[src/rtl/ifetch_buffer.sv]
// ifetch_buffer: instruction fetch stage sitting behind the PC register.
// Takes one fetch address at a time from the PC stage, issues a single
// word request to instruction memory, and parks each returned instruction
// together with its full PC in a small FIFO that feeds decode.
// A redirect (flush) kills the FIFO contents and any in-flight fetch.
//
// Ports:
//   clk, rst          clock, asynchronous active-low reset
//   pc_in/pc_valid    fetch address offered by the PC stage
//   pc_ready          address accepted this cycle (combinational)
//   flush             redirect; drops buffered and in-flight fetches
//   imem_req/addr     word request to memory (registered, addr word-aligned)
//   imem_gnt          memory accepted the request
//   imem_rvalid/rdata memory response
//   ifid_valid/ready  handshake towards decode
//   ifid_instr/pc     instruction and its PC (low address bits preserved)
//   fetch_stall       PC hold hint: transaction outstanding or FIFO full
//
// Optional build macro IFETCH_PERF_EN adds perf_fetched and
// perf_wait_cycles counters; with it undefined those ports do not exist.
//
// state | meaning
// IDLE  | no transaction; may accept a new fetch address
// REQ   | request presented to memory, waiting for grant
// WAIT  | granted, waiting for the response beat
// DRAIN | flushed after grant; swallow the one pending response beat

module ifetch_buffer #(
   parameter int WIDTH = 32,
   parameter int DEPTH = 2
) (
   input  logic             clk,
   input  logic             rst,
   input  logic [WIDTH-1:0] pc_in,
   input  logic             pc_valid,
   output logic             pc_ready,
   input  logic             flush,
   output logic             imem_req,
   output logic [WIDTH-1:0] imem_addr,
   input  logic             imem_gnt,
   input  logic             imem_rvalid,
   input  logic [WIDTH-1:0] imem_rdata,
   output logic             ifid_valid,
   input  logic             ifid_ready,
   output logic [WIDTH-1:0] ifid_instr,
   output logic [WIDTH-1:0] ifid_pc,
`ifdef IFETCH_PERF_EN
   output logic [31:0]      perf_fetched,
   output logic [31:0]      perf_wait_cycles,
`endif
   output logic             fetch_stall
);

   localparam int PTR_W = $clog2(DEPTH);
   localparam int CNT_W = $clog2(DEPTH + 1);
   localparam logic [CNT_W-1:0] FULL_CNT = CNT_W'(DEPTH);

   typedef enum logic [1:0] {
      ST_IDLE  = 2'd0,
      ST_REQ   = 2'd1,
      ST_WAIT  = 2'd2,
      ST_DRAIN = 2'd3
   } state_t;

   state_t             state_q, state_d;
   logic [WIDTH-1:0]   addr_q, addr_d;
   logic               imem_req_q, imem_req_d;
   logic [WIDTH-1:0]   imem_addr_q, imem_addr_d;
   logic [PTR_W-1:0]   wr_ptr_q, wr_ptr_d;
   logic [PTR_W-1:0]   rd_ptr_q, rd_ptr_d;
   logic [CNT_W-1:0]   count_q, count_d;
   logic [WIDTH-1:0]   fifo_pc_q [DEPTH];
   logic [WIDTH-1:0]   fifo_pc_d [DEPTH];
   logic [WIDTH-1:0]   fifo_instr_q [DEPTH];
   logic [WIDTH-1:0]   fifo_instr_d [DEPTH];
   logic               push;
   logic               pop;

   assign ifid_valid  = (count_q != '0) && !flush;
   assign ifid_instr  = fifo_instr_q[rd_ptr_q];
   assign ifid_pc     = fifo_pc_q[rd_ptr_q];
   assign imem_req    = imem_req_q;
   assign imem_addr   = imem_addr_q;
   assign fetch_stall = (state_q != ST_IDLE) || (count_q == FULL_CNT);
   assign pop         = ifid_valid && ifid_ready;

   always_comb begin
      state_d     = state_q;
      addr_d      = addr_q;
      pc_ready    = 1'b0;
      push        = 1'b0;
      case (state_q)
         ST_IDLE: begin
            // Accepting only with a free slot reserves room for the
            // eventual push; nothing else can fill the FIFO meanwhile.
            pc_ready = (count_q < FULL_CNT) && !flush;
            if (pc_valid && pc_ready) begin
               addr_d  = pc_in;
               state_d = ST_REQ;
            end
         end
         ST_REQ: begin
            if (flush) begin
               state_d = imem_gnt ? ST_DRAIN : ST_IDLE;
            end else if (imem_gnt) begin
               state_d = ST_WAIT;
            end
         end
         ST_WAIT: begin
            if (imem_rvalid) begin
               push    = !flush;
               state_d = ST_IDLE;
            end else if (flush) begin
               state_d = ST_DRAIN;
            end
         end
         ST_DRAIN: begin
            // Only one beat is ever owed; once it arrives there is nothing
            // left for a concurrent flush to kill, so leave regardless.
            if (imem_rvalid) begin
               state_d = ST_IDLE;
            end
         end
         default: state_d = ST_IDLE;
      endcase

      imem_req_d  = (state_d == ST_REQ);
      imem_addr_d = imem_addr_q;
      if (state_d == ST_REQ) begin
         imem_addr_d = {addr_d[WIDTH-1:2], 2'b00};
      end
   end

   always_comb begin
      wr_ptr_d     = wr_ptr_q;
      rd_ptr_d     = rd_ptr_q;
      count_d      = count_q;
      fifo_pc_d    = fifo_pc_q;
      fifo_instr_d = fifo_instr_q;
      if (flush) begin
         wr_ptr_d = '0;
         rd_ptr_d = '0;
         count_d  = '0;
      end else begin
         if (push) begin
            fifo_pc_d[wr_ptr_q]    = addr_q;
            fifo_instr_d[wr_ptr_q] = imem_rdata;
            wr_ptr_d               = wr_ptr_q + 1'b1;
         end
         if (pop) begin
            rd_ptr_d = rd_ptr_q + 1'b1;
         end
         case ({push, pop})
            2'b10:   count_d = count_q + 1'b1;
            2'b01:   count_d = count_q - 1'b1;
            default: count_d = count_q;
         endcase
      end
   end

   always_ff @(posedge clk or negedge rst) begin
      if (!rst) begin
         state_q      <= ST_IDLE;
         addr_q       <= '0;
         imem_req_q   <= 1'b0;
         imem_addr_q  <= '0;
         wr_ptr_q     <= '0;
         rd_ptr_q     <= '0;
         count_q      <= '0;
         fifo_pc_q    <= '{default: '0};
         fifo_instr_q <= '{default: '0};
      end else begin
         state_q      <= state_d;
         addr_q       <= addr_d;
         imem_req_q   <= imem_req_d;
         imem_addr_q  <= imem_addr_d;
         wr_ptr_q     <= wr_ptr_d;
         rd_ptr_q     <= rd_ptr_d;
         count_q      <= count_d;
         fifo_pc_q    <= fifo_pc_d;
         fifo_instr_q <= fifo_instr_d;
      end
   end

`ifdef IFETCH_PERF_EN
   logic [31:0] perf_fetched_q, perf_fetched_d;
   logic [31:0] perf_wait_q, perf_wait_d;

   always_comb begin
      perf_fetched_d = perf_fetched_q + (pop ? 32'd1 : 32'd0);
      perf_wait_d    = perf_wait_q + ((state_q != ST_IDLE) ? 32'd1 : 32'd0);
   end

   always_ff @(posedge clk or negedge rst) begin
      if (!rst) begin
         perf_fetched_q <= '0;
         perf_wait_q    <= '0;
      end else begin
         perf_fetched_q <= perf_fetched_d;
         perf_wait_q    <= perf_wait_d;
      end
   end

   assign perf_fetched     = perf_fetched_q;
   assign perf_wait_cycles = perf_wait_q;
`endif

   a_no_push_when_full: assert property (@(posedge clk) disable iff (!rst)
      !(push && (count_q == FULL_CNT)));

endmodule

[config.mk]
export PLATFORM = sky130hd
export DESIGN_NAME = ifetch_buffer
export DESIGN_NICKNAME = d
export VERILOG_FILES = /design/src/rtl/ifetch_buffer.sv
export SDC_FILE = /design/constraint.sdc
export NUM_CORES = 1
export LEC_CHECK = 0
export ABC_AREA = 0
export BUFFER_PORTS_ARGS = -buffer_cell sky130_fd_sc_hd__buf_2
export CORE_ASPECT_RATIO = 1.5
export CORE_MARGIN = 4
export CORE_UTILIZATION = 25
export CTS_BUF_LIST = sky130_fd_sc_hd__clkbuf_2
export CTS_CLUSTER_DIAMETER = 40
export DETAILED_ROUTE_END_ITERATION = 8
export PLACE_DENSITY = 0.45
export SYNTH_ARGS = -nofsm -noshare
export SYNTH_HDL_FRONTEND = slang
export SYNTH_SLANG_ARGS = --single-unit
[constraint.sdc]
create_clock -name clk -period 1.76 [get_ports clk]
set_input_delay 0.176 -clock clk [delete_from_list [all_inputs] [get_ports clk]]
set_output_delay 0.176 -clock clk [all_outputs]
set_load 0.1 [all_outputs]
==> metrics <==
failing checks negative setup slack; endpoint required time on the critical path 1580 ps; die width 162.0 um; FILL cells 3234; measured slew at the worst slew-check pin roughly 570 ps; Slew headroom 61.67%; Final Skew 50.11 ps; end point of the worst hold path fifo_instr_q[60]; remaining number of nets flagged by the antenna check after routing 0; initial core utilization between 20 and 30%; Critical R2R Capture fifo_pc_q[6]; Top FF cell, synth sky130_fd_sc_hd__dfrtp_1; placed cell area around 0.012 mm2; Final nets 1057; status complete, but fails checks; wire length per cell after detailed routing between 15 and 20 um; GRT Util Overall 14.73%; maximum fanout along the worst path 2; Worst setup EP type primary output; global-route wire length before repair 43.52 mm; I/O Pins 171; kind of path behind the tightest hold check in2reg; PortBufs 168; most common cell in the synthesized netlist sky130_fd_sc_hd__mux2_2; number of H-tree levels 4; detailed placement HPWL 17.15 mm; DRT Wirelength ~29 mm; worst path arrival time 2230 ps; antenna violations before repair 1; DR pass1 iterations 4; startpoint of the most critical hold path imem_rdata[28]; shortest clock period the worst path allows after layout 2407 ps; Synth async-reset ratio 100.0%; Area contributors post-synth sky130_fd_sc_hd__dfrtp_1 (55%), sky130_fd_sc_hd__mux2_2 (27%), sky130_fd_sc_hd__a211oi_2 (4.1%), sky130_fd_sc_hd__o32ai_1 (3.0%), sky130_fd_sc_hd__a21oi_1 (1.7%); number of remaining DRC errors 0; largest net degree at the start of global routing 50; number of storage elements in the synthesis netlist 197; classification of the worst setup path reg2out; Peak supply drop 1.669 mV; CTS Buf Count 17; Synth area leader sky130_fd_sc_hd__dfrtp_1; areal power density over the cells 2081 mW/mm2; worst setup slack for register-to-register paths -330 ps; Worst Setup Slack, final -647.1 ps; Total Power between 30 and 40 mW; worst r2r path cells 8; Post-Synthesis Cell Area ~0.0089 mm2; hold path cells 3; Die Outline Area ~0.039 mm2; fraction of layout cells with a size suffix above 1 between 60% and 70%; fraction of the cycle the final worst path needs 136.8%; clock latency reported for the late side of the worst-skew pair ~860 ps; Core ar. 0.03510 mm2; Post-Synthesis Cells 624; number of different library cells in the post-synthesis netlist 37; count of endpoints failing hold in the final timing report 0; commonest cells in the netlist sky130_fd_sc_hd__mux2_2 (211), sky130_fd_sc_hd__dfrtp_1 (197), sky130_fd_sc_hd__inv_1 (33), sky130_fd_sc_hd__a21oi_1 (31), sky130_fd_sc_hd__o32ai_1 (30); clock sinks 197; worst-case clock buffer depth 2; number of enable-type register cells in the synthesized netlist 0; final worst hold slack 136.6 ps; number of rows in the core area 84; utilization of the core after routing 44.19%; TritonCTS clock tree done; number of max-cap violations 0; routed vias/inst 4.440; crit path launch type flip-flop; setup repair after global routing missed its margin true; number of violations reported at the end of detailed-routing iteration 0 170; final number of setup-violating endpoints 260; final weighted congestion of routability-driven global placement approximately 0.7; mean post-synth cell area 14.25 um2; vias in the first global route between 7000 and 8000; vias after detailed routing 6536; final std cell area, no fill 0.01551 mm2; vertical extent of the die 239.0 um; Yosys warning total 0; share of synthesized area occupied by flip-flops and latches 55.42%; FMAX roughly 0.42 GHz; reg-to-reg startpoint state_q[0]; area added between synthesis and finish 74.41%; area fraction of the dominant cell type after synthesis 55.42%; clock-pin slew reported for the worst setup and hold paths after clock tree synthesis 300 ps; number of pins exceeding their max-slew limit in the final report 0; reported leakage power 7.000 nW; CTS Root Cell sky130_fd_sc_hd__clkbuf_2; overflow left after global routing 0
-- state kept, by name, summed over array words and instances (netlist names) --
name	count
fifo_instr_q	64
fifo_pc_q	64
wr_ptr_q	1
rd_ptr_q	1
count_q	2
imem_addr	30
state_q	2
imem_req	1
addr_q	32
-- power by group --
group          leakage [nW]  total, mW  switching (mW)  internal [mW]
combinational          4.35       21.5            12.2           9.33
sequential             2.49       8.08            1.64           6.44
clock                 0.166       2.71            1.64           1.07
total                  7.00       32.3            15.5           16.8
-- layer usage --
layer  vias to the layer above  global-route usage, %  share of wire [%]
met1                      3383                  17.79                 41
met4                         0                  4.078                2.2
met5                         -                      0                  0
li1                       2993                      -                  -
met3                        27                  3.347                4.0
met2                       133                  26.33                 53
-- critical path: stages, from the launching register on --
cell and delay [ps]:
sky130_fd_sc_hd__dfrtp_1 450, sky130_fd_sc_hd__or4_4 580, sky130_fd_sc_hd__inv_12 70, sky130_fd_sc_hd__buf_6 100, sky130_fd_sc_hd__buf_12 160
-- through the flow --
| stage | setup slack, ps | TNS, ps | instances |
|---|---|---|---|
| 6_report | -647.1 | -81050 | 1472 |
| 5_1_grt | -833.9 | -108550 | 1472 |
| 4_1_cts | -788.6 | -90860 | 1454 |
| 3_5_place_dp | -53.02 | -3474 | 1257 |
| 3_3_place_gp | -68.31 | -4290 | 1257 |
| 2_1_floorplan | -102.8 | -3136 | 625 |
-- area by class of cell --
type	instances	area, um2	area share (%)
multi-input combinational	348	4553	29.35
tap	473	591.8	3.815
sequential	197	4937	31.83
timing repair buffer	388	4994	32.19
clock buffer	18	90.09	0.5807
clock inverter	13	205.2	1.323
antenna	1	2.502	0.01613
inverter	34	140.1	0.9033
-- kinds of logic after synthesis --
kind of cell    Yosys count  share of synthesized area (%)
simple gates             24                          1.730
xor+xnor                  1                        0.09848
flops                   197                          55.42
compound gates           96                          9.397
other cells               1                        0.04216
buf+inv                  81                          4.530
mux                     224                          28.78
-- worst max-delay path by stage --
stage | startpoint | end | slack, ps
2_1_floorplan | count_q[1] | addr_q[10] | -100
3_3_place_gp | state_q[0] | fifo_instr_q[4] | -70
3_5_place_dp | state_q[0] | fifo_instr_q[31] | -50
4_1_cts | rd_ptr_q | ifid_pc[25] | -790
5_1_grt | count_q[1] | pc_ready | -830
6_report | count_q[1] | pc_ready | -650
-- cells in the final DEF (no fill, tap or decap), drive strengths merged --
cell / netlist / routed
nand2: 3 / 4
nor3b: 1 / 1
nor2b: 1 / 1
a21bo: 1 / 1
o221a: 1 / 1
conb: 1 / 2
inv: 34 / 35
dlygate4sd3: 0 / 119
or2: 1 / 1
clkinv: 0 / 4
and3b: 1 / 1
dfrtp: 197 / 197
and2b: 1 / 1
or4b: 1 / 1
mux2: 224 / 224
bufinv: 0 / 5
nor2: 6 / 6
nor3: 2 / 2
diode: 0 / 1
o21ai: 2 / 2
or4: 1 / 1
nand3b: 1 / 1
o21a: 1 / 1
nor4bb: 1 / 1
buf: 23 / 260
nand2b: 2 / 2
and3: 1 / 1
clkbuf: 24 / 27
xor2: 1 / 1
o32ai: 30 / 30
a211oi: 30 / 30
clkinvlp: 0 / 3
nor4: 1 / 1
a21oi: 31 / 31
-- timing repair --
item | 4_1_cts | 5_1_grt
hold buffers | 120 | 0
pin swaps | 30 | 11
setup buffers | 33 | 15
endpoints found under the setup margin | 281 | 293
resized for setup | 265 | 103
cloned | 13 | 10
endpoints found under the hold margin | 332 | 0
(Power assumes the default switching activity.)
